==> src/rtl/rps_referee_if.sv <==
// Player-side and display-side signals of the rock-paper-scissors referee.
// The master drives start/moves/locks; the slave (referee) drives display and score outputs.
interface rps_referee_if #(
  parameter int SCORE_W = 4
);
  logic               start;
  logic [2:0]         p1_move;
  logic [2:0]         p2_move;
  logic               p1_lock;
  logic               p2_lock;
  logic [2:0]         disp_code;
  logic [SCORE_W-1:0] p1_score;
  logic [SCORE_W-1:0] p2_score;
  logic               round_done;
  logic               match_over;
  logic               move_err;
  logic               busy;

  modport master (
    output start, p1_move, p2_move, p1_lock, p2_lock,
    input  disp_code, p1_score, p2_score, round_done, match_over, move_err, busy
  );

  modport slave (
    input  start, p1_move, p2_move, p1_lock, p2_lock,
    output disp_code, p1_score, p2_score, round_done, match_over, move_err, busy
  );
endinterface

==> src/rtl/rps_referee.sv <==
// Round sequencer for rock-paper-scissors: collects locks, judges, scores, drives the result code.
// Optional macro RPS_BLINK_EN makes the SHOW / MATCH_END display blink every BLINK_CYCLES cycles.
module rps_referee #(
  parameter int SHOW_CYCLES    = 50_000_000,
  parameter int TIMEOUT_CYCLES = 250_000_000,
  parameter int WIN_TARGET     = 3,
  parameter int SCORE_W        = 4,
  parameter int BLINK_CYCLES   = 12_500_000
) (
  input  logic          clk,
  input  logic          rst_n,
  rps_referee_if.slave  bus
);
  typedef enum logic [2:0] {
    ST_IDLE      = 3'd0,
    ST_COLLECT   = 3'd1,
    ST_JUDGE     = 3'd2,
    ST_SHOW      = 3'd3,
    ST_MATCH_END = 3'd4
  } state_t;

  localparam logic [2:0] CODE_BLANK = 3'b111;
  localparam logic [2:0] CODE_DASH  = 3'b100;
  localparam logic [2:0] CODE_P1    = 3'b000;
  localparam logic [2:0] CODE_P2    = 3'b001;
  localparam logic [2:0] CODE_DRAW  = 3'b010;
  localparam logic [2:0] ROCK       = 3'b100;
  localparam logic [2:0] PAPER      = 3'b010;
  localparam logic [2:0] SCISSORS   = 3'b001;

  localparam int CNT_MAX = (SHOW_CYCLES > TIMEOUT_CYCLES) ? SHOW_CYCLES : TIMEOUT_CYCLES;
  localparam int CNT_W   = $clog2(CNT_MAX + 1);
  localparam logic [CNT_W-1:0]   SHOW_LAST = CNT_W'(SHOW_CYCLES - 1);
  localparam logic [CNT_W-1:0]   TMO_LAST  = CNT_W'(TIMEOUT_CYCLES - 1);
  localparam logic [SCORE_W-1:0] TARGET    = SCORE_W'(WIN_TARGET);

  state_t                    state_reg, state_next;
  logic [CNT_W-1:0]          cnt_reg, cnt_next;
  logic [1:0]                lock_in, locked_reg, locked_next, lock_now, acc, err;
  logic [1:0][2:0]           move_in, move_reg;
  logic [1:0][SCORE_W-1:0]   score_reg, score_next;
  logic [2:0]                result_reg, result_next, judge_code, win_code;
  logic [2:0]                disp_reg, disp_next;
  logic                      round_done_reg, move_err_reg, match_over_reg, busy_reg;
  logic                      in_collect, enter_collect, p1_beats, blink_mask;

  assign lock_in       = {bus.p2_lock, bus.p1_lock};
  assign move_in[0]    = bus.p1_move;
  assign move_in[1]    = bus.p2_move;
  assign in_collect    = (state_reg == ST_COLLECT);
  assign enter_collect = (state_next == ST_COLLECT) && !in_collect;

  // Per-player lock acceptance; a locked player's later locks are silently dropped.
  genvar gi;
  generate
    for (gi = 0; gi < 2; gi++) begin : g_player
      logic one_hot;
      assign one_hot         = (move_in[gi] == ROCK) || (move_in[gi] == PAPER) ||
                               (move_in[gi] == SCISSORS);
      assign acc[gi]         = in_collect && lock_in[gi] && !locked_reg[gi] && one_hot;
      assign err[gi]         = in_collect && lock_in[gi] && !locked_reg[gi] && !one_hot;
      assign lock_now[gi]    = locked_reg[gi] || acc[gi];
      assign locked_next[gi] = enter_collect ? 1'b0 : lock_now[gi];
    end
  endgenerate

  always_ff @(posedge clk or negedge rst_n) begin
    if (!rst_n) state_reg <= ST_IDLE;
    else        state_reg <= state_next;
  end

  always_comb begin
    state_next = state_reg;
    case (state_reg)
      ST_IDLE:      if (bus.start) state_next = ST_COLLECT;
      ST_COLLECT: begin
        if (&lock_now)              state_next = ST_JUDGE;
        else if (cnt_reg == TMO_LAST) state_next = (|lock_now) ? ST_JUDGE : ST_IDLE;
      end
      ST_JUDGE:     state_next = ST_SHOW;
      ST_SHOW: begin
        if (cnt_reg == SHOW_LAST)
          state_next = (score_reg[0] == TARGET || score_reg[1] == TARGET) ? ST_MATCH_END
                                                                          : ST_COLLECT;
      end
      ST_MATCH_END: if (bus.start) state_next = ST_COLLECT;
      default:      state_next = ST_IDLE;
    endcase
  end

  // A lone locked player wins by forfeit; otherwise the usual cyclic rules apply.
  always_comb begin
    p1_beats = (move_reg[0] == ROCK     && move_reg[1] == SCISSORS) ||
               (move_reg[0] == SCISSORS && move_reg[1] == PAPER)    ||
               (move_reg[0] == PAPER    && move_reg[1] == ROCK);
    if (&locked_reg)
      judge_code = (move_reg[0] == move_reg[1]) ? CODE_DRAW : (p1_beats ? CODE_P1 : CODE_P2);
    else
      judge_code = locked_reg[0] ? CODE_P1 : CODE_P2;
  end

`ifdef RPS_BLINK_EN
  localparam int BLINK_W = (BLINK_CYCLES > 1) ? $clog2(BLINK_CYCLES) : 1;
  logic [BLINK_W-1:0] blink_cnt_reg, blink_cnt_next;
  logic               blink_off_reg, blink_off_next;

  always_comb begin
    blink_cnt_next = blink_cnt_reg + 1'b1;
    blink_off_next = blink_off_reg;
    if (state_next != state_reg) begin
      blink_cnt_next = '0;
      blink_off_next = 1'b0;
    end else if (blink_cnt_reg == BLINK_W'(BLINK_CYCLES - 1)) begin
      blink_cnt_next = '0;
      blink_off_next = !blink_off_reg;
    end
  end

  always_ff @(posedge clk or negedge rst_n) begin
    if (!rst_n) begin
      blink_cnt_reg <= '0;
      blink_off_reg <= 1'b0;
    end else begin
      blink_cnt_reg <= blink_cnt_next;
      blink_off_reg <= blink_off_next;
    end
  end

  assign blink_mask = blink_off_next && (state_next == ST_SHOW || state_next == ST_MATCH_END);
`else
  // The blink period only matters when blinking is built in.
  logic [31:0] unused_blink_cycles;
  assign unused_blink_cycles = 32'(BLINK_CYCLES);
  assign blink_mask          = 1'b0;
`endif

  always_comb begin
    cnt_next    = (state_next != state_reg) ? '0 : cnt_reg + 1'b1;
    result_next = (state_reg == ST_JUDGE) ? judge_code : result_reg;
    score_next  = score_reg;
    if (state_reg == ST_JUDGE) begin
      if (judge_code == CODE_P1 && score_reg[0] < TARGET) score_next[0] = score_reg[0] + 1'b1;
      if (judge_code == CODE_P2 && score_reg[1] < TARGET) score_next[1] = score_reg[1] + 1'b1;
    end else if (state_reg == ST_MATCH_END && state_next == ST_COLLECT) begin
      score_next = '0;
    end
    win_code = (score_next[0] == TARGET) ? CODE_P1 : CODE_P2;
    case (state_next)
      ST_COLLECT, ST_JUDGE: disp_next = CODE_DASH;
      ST_SHOW:              disp_next = result_next;
      ST_MATCH_END:         disp_next = win_code;
      default:              disp_next = CODE_BLANK;
    endcase
    if (blink_mask) disp_next = CODE_BLANK;
  end

  always_ff @(posedge clk or negedge rst_n) begin
    if (!rst_n) begin
      cnt_reg        <= '0;
      locked_reg     <= '0;
      move_reg       <= '0;
      score_reg      <= '0;
      result_reg     <= CODE_DRAW;
      disp_reg       <= CODE_BLANK;
      round_done_reg <= 1'b0;
      move_err_reg   <= 1'b0;
      match_over_reg <= 1'b0;
      busy_reg       <= 1'b0;
    end else begin
      cnt_reg        <= cnt_next;
      locked_reg     <= locked_next;
      for (int i = 0; i < 2; i++)
        if (acc[i]) move_reg[i] <= move_in[i];
      score_reg      <= score_next;
      result_reg     <= result_next;
      disp_reg       <= disp_next;
      round_done_reg <= (state_reg == ST_JUDGE);
      move_err_reg   <= |err;
      match_over_reg <= (state_next == ST_MATCH_END);
      busy_reg       <= (state_next == ST_COLLECT) || (state_next == ST_JUDGE) ||
                        (state_next == ST_SHOW);
    end
  end

  assign bus.disp_code  = disp_reg;
  assign bus.p1_score   = score_reg[0];
  assign bus.p2_score   = score_reg[1];
  assign bus.round_done = round_done_reg;
  assign bus.move_err   = move_err_reg;
  assign bus.match_over = match_over_reg;
  assign bus.busy       = busy_reg;
endmodule

==> src/flat_wrapper.sv <==
// flat-port wrapper written by rule: the top's interface ports become plain ports
module rps_referee_flat 
#(
  parameter int SHOW_CYCLES    = 50_000_000,
  parameter int TIMEOUT_CYCLES = 250_000_000,
  parameter int WIN_TARGET     = 3,
  parameter int SCORE_W        = 4,
  parameter int BLINK_CYCLES   = 12_500_000
)
  (clk, rst_n, bus_start, bus_p1_move, bus_p2_move, bus_p1_lock, bus_p2_lock, bus_disp_code, bus_p1_score, bus_p2_score, bus_round_done, bus_match_over, bus_move_err, bus_busy);
  rps_referee_if #(.SCORE_W(SCORE_W)) bus_i ();
  input  logic clk;
  input  logic rst_n;
  input wire logic [$bits(bus_i.start)-1:0] bus_start;
  input wire logic [$bits(bus_i.p1_move)-1:0] bus_p1_move;
  input wire logic [$bits(bus_i.p2_move)-1:0] bus_p2_move;
  input wire logic [$bits(bus_i.p1_lock)-1:0] bus_p1_lock;
  input wire logic [$bits(bus_i.p2_lock)-1:0] bus_p2_lock;
  output wire logic [$bits(bus_i.disp_code)-1:0] bus_disp_code;
  output wire logic [$bits(bus_i.p1_score)-1:0] bus_p1_score;
  output wire logic [$bits(bus_i.p2_score)-1:0] bus_p2_score;
  output wire logic [$bits(bus_i.round_done)-1:0] bus_round_done;
  output wire logic [$bits(bus_i.match_over)-1:0] bus_match_over;
  output wire logic [$bits(bus_i.move_err)-1:0] bus_move_err;
  output wire logic [$bits(bus_i.busy)-1:0] bus_busy;
  assign bus_i.start = bus_start;
  assign bus_i.p1_move = bus_p1_move;
  assign bus_i.p2_move = bus_p2_move;
  assign bus_i.p1_lock = bus_p1_lock;
  assign bus_i.p2_lock = bus_p2_lock;
  assign bus_disp_code = bus_i.disp_code;
  assign bus_p1_score = bus_i.p1_score;
  assign bus_p2_score = bus_i.p2_score;
  assign bus_round_done = bus_i.round_done;
  assign bus_match_over = bus_i.match_over;
  assign bus_move_err = bus_i.move_err;
  assign bus_busy = bus_i.busy;
  rps_referee #(.SHOW_CYCLES(SHOW_CYCLES), .TIMEOUT_CYCLES(TIMEOUT_CYCLES), .WIN_TARGET(WIN_TARGET), .SCORE_W(SCORE_W), .BLINK_CYCLES(BLINK_CYCLES)) u_core (.clk(clk), .rst_n(rst_n), .bus(bus_i));
endmodule
==> config.mk <==
export PLATFORM = sky130hd
export DESIGN_NAME = rps_referee_flat
export DESIGN_NICKNAME = d
export VERILOG_FILES = /design/src/rtl/rps_referee_if.sv /design/src/rtl/rps_referee.sv /design/src/flat_wrapper.sv
export SDC_FILE = /design/constraint.sdc
export NUM_CORES = 1
export LEC_CHECK = 0
export CAP_MARGIN = 20
export CELL_PAD_IN_SITES_DETAIL_PLACEMENT = 0
export CELL_PAD_IN_SITES_GLOBAL_PLACEMENT = 2
export CORE_UTILIZATION = 34
export CTS_CLUSTER_SIZE = 30
export DETAILED_ROUTE_END_ITERATION = 8
export HOLD_SLACK_MARGIN = 0.05
export PLACE_DENSITY_LB_ADDON = 0.1
export SLEW_MARGIN = 20
export SYNTH_ARGS = -nofsm -noshare
export SYNTH_HDL_FRONTEND = slang
export SYNTH_SLANG_ARGS = --single-unit
export TNS_END_PERCENT = 20
==> constraint.sdc <==
create_clock -name clk -period 1.9 [get_ports clk]
set_clock_uncertainty 0.15 [all_clocks]
set_input_delay 0.285 -clock clk [delete_from_list [all_inputs] [get_ports clk]]
set_output_delay 0.285 -clock clk [all_outputs]
set_load 0.02 [all_outputs]
==> impl_metrics.ini <==
[critical_path]
slowest_delay_ns = 0.53
crit_type = flop to flop
critPathLaunchType = flop
crit_chain = or4bb_1, a211oi_2, o31a_2, o41ai_4, mux2_4
cp.depth = 5
end_kind = flop
r2r-start = u_core.move_reg[2]
cp-startpoint = u_core.move_reg[2]
rrSetupSlack_ns = -0.25
cp_top_family = compound AO/OA/AOI/OAI gates
critPathBufInv = 0
cp.arrival_ns = 2.22
r2r_end = u_core.bus.p2_score[0]
crit_path_end = u_core.bus.p2_score[0]
crit_fanout = 5
required_ns = 1.97
critPathSlowestCell = or4bb_1
ff2ff_path_depth = 5

[yosys]
synth_cell_types = 59
async_reset_ff_frac = 1.00
synthTopCellsByCount = dfrtp_1, nor2_1, xor2_1
synth_edf_count = 0
synth_most_common_cell = dfrtp_1
synthCells = 297
ys_seq_area_frac = 0.477
ys_top_cells_by_area = dfrtp_1, xor2_1, nor2_1, nand3_1, dfstp_2
yosysWarningCount = 0
synth_seq_cells = 57
synth_top_area_frac = 0.442
synth_area_mm2 = 0.00300
synth_top_area_cell = dfrtp_1
synth_area_per_cell_um2 = 10.1
synthFlopType = dfrtp_1
syn_nets = 311

[cells_and_area]
nets = 439
drive_gt1_frac = 0.386
antennaDiodeCount = 0
fillers = 785
fin_cells = 535
area_growth_syn_to_layout_pct = 51.8
largest_register_ffs = 28
fin_util = 0.544
multiInputGateArea_mm2 = 0.00165
seqCellArea_mm2 = 0.00144

[sta]
finalCritPeriodShare = 1.13
slew-limit-headroom = 0.633
tns_ns = -6.31
timing.final.hold_violations = 0
worst_slew_pin_slew_ns = 0.550
min_period_ns = 2.15
rsz0062_at_grt = yes
report.final.slew_viol_count = 0
setup_slack_ns = -0.251
fmax_ghz = 0.465
setup_violations = 40

[floorplanning]
ios = 26
start_util = 0.358
num_rows = 33
core_mm2 = 0.00838
die_h_um = 96.0
die_area_mm2 = 0.00921
die_x_um = 96.0

[outcome]
status = finished with violations
violations = setup timing

[route]
antenna_left = 0
wl_per_cell_um = 14.2
wirelength_um = 7600
vias = 2609
dr.first_iter.drc_count = 47
drtPass1Iterations = 4
drc = 0
viasPerCell = 4.88

[grt]
track_usage = 0.181
first_global_vias = 2598
grt_first_pass_wirelength_um = 12500
grt_start_max_net_pins = 36
antenna_found_initial = 0
grt-ovfl-total = 0

[power]
p_sw_frac = 0.227
power_density_mw_per_mm2 = 509
p_total_uw = 2320
clkPwrFrac = 0.438
p_seq_frac = 0.523
power_switching_uw = 527
comb_power_share = 0.038
peakVddDrop_uv = 278
p_int_uw = 1790
p_leak_uw = 0.00218

[clock_tree]
clkSinkCount = 57
cts_buffers = 9
clk_pin_slew_ns = 0.07
clock_latency_ns = 0.33
htreeDepth = 3
cts_max_path_buffers = 2
cts-root-buf = clkbuf_8
cts_tree = done

[min_path]
holdCritPathClass = primary input to async pin

[flow_run]
cap_violations = 0

[placement]
port_buffers = 25
dp_hpwl_um = 5170
gp_congestion = 0.742
dpl.cell_count = 501
-- through the flow --
stage / worst slack [ns] / cell area, µm² / hold slack (ns)
3_3_place_gp: -0.382 / 3990 / 0.145
5_1_grt: -0.306 / 4560 / 0.350
2_1_floorplan: -0.105 / 3020 / -0.161
6_report: -0.251 / 4560 / 0.319
3_5_place_dp: -0.421 / 3990 / 0.159
4_1_cts: -0.272 / 4340 / 0.332
-- kinds of logic (layout without fill, tap and decap cells) --
family,count (synthesis),after routing,share of synthesized area
AND/OR/NAND/NOR,143,143,0.267
flip-flops,57,57,0.477
AO/OA/AOI/OAI,43,43,0.105
XOR/XNOR,31,31,0.0905
buffers and inverters,15,148,0.0304
adder cells (fa/ha/maj),4,4,0.0158
multiplexers,4,4,0.0146
-- worst min-delay path by stage --
stage	start	to	slack [ns]	cells past startpoint
after floorplan	rst_n	u_core.bus.busy	-0.16	0
after global placement	rst_n	u_core.move_reg[0]	0.15	1
after detailed placement	rst_n	u_core.move_reg[2]	0.16	1
after CTS	u_core.result_reg[1]	u_core.result_reg[1]	0.33	2
after global routing	u_core.result_reg[1]	u_core.result_reg[1]	0.35	2
final	rst_n	u_core.move_reg[1]	0.32	2
-- placed cells by master (no fill, tap or decap), types with 7 or more instances in the layout --
cell type,synthesis,routed
a21oi_1,10,9
buf_4,3,89
clkbuf_8,0,11
clkdlybuf4s50_1,0,17
dfrtp_1,53,50
dlymetal6s2s_1,0,7
nand2_1,20,19
nand3_1,22,18
nand4_1,7,7
nor2_1,33,32
nor3_1,18,13
xor2_1,25,23
-- power groups by stage --
stage / sequential [µW] / clock (µW) / combinational, µW
floorplan: 1240 / 0 / 19.0
detailed placement: 1240 / 0 / 89.7
finish: 1210 / 1020 / 88.8
CTS: 1210 / 1050 / 92.3
global route: 1210 / 1110 / 101
global placement: 1240 / 0 / 89.2
-- routing by layer --
metal  up-vias  global-route usage  wire, µm
met1      1240               0.234      3590
li1       1332                   -         -
met3         9              0.0332       172
met4         0              0.0709        97
met5         -                   0         0
met2        28               0.299      3740
-- cell type report --
class                      instances  area share
clock inverter                     3     0.00330
sequential                        57       0.315
clock buffer                      13      0.0349
inverter                           5     0.00412
timing repair buffer             127       0.252
tap                              105      0.0288
multi-input combinational        225       0.362
-- timing repair --
item,CTS,global route
pin swaps,18,20
hold endpoints to repair,18,0
resized for setup,21,32
setup endpoints to repair,42,49
buffers inserted,4,11
gates cloned,1,2
hold buffers,1,0
Note: power is estimated with default switching activity, not from simulation.
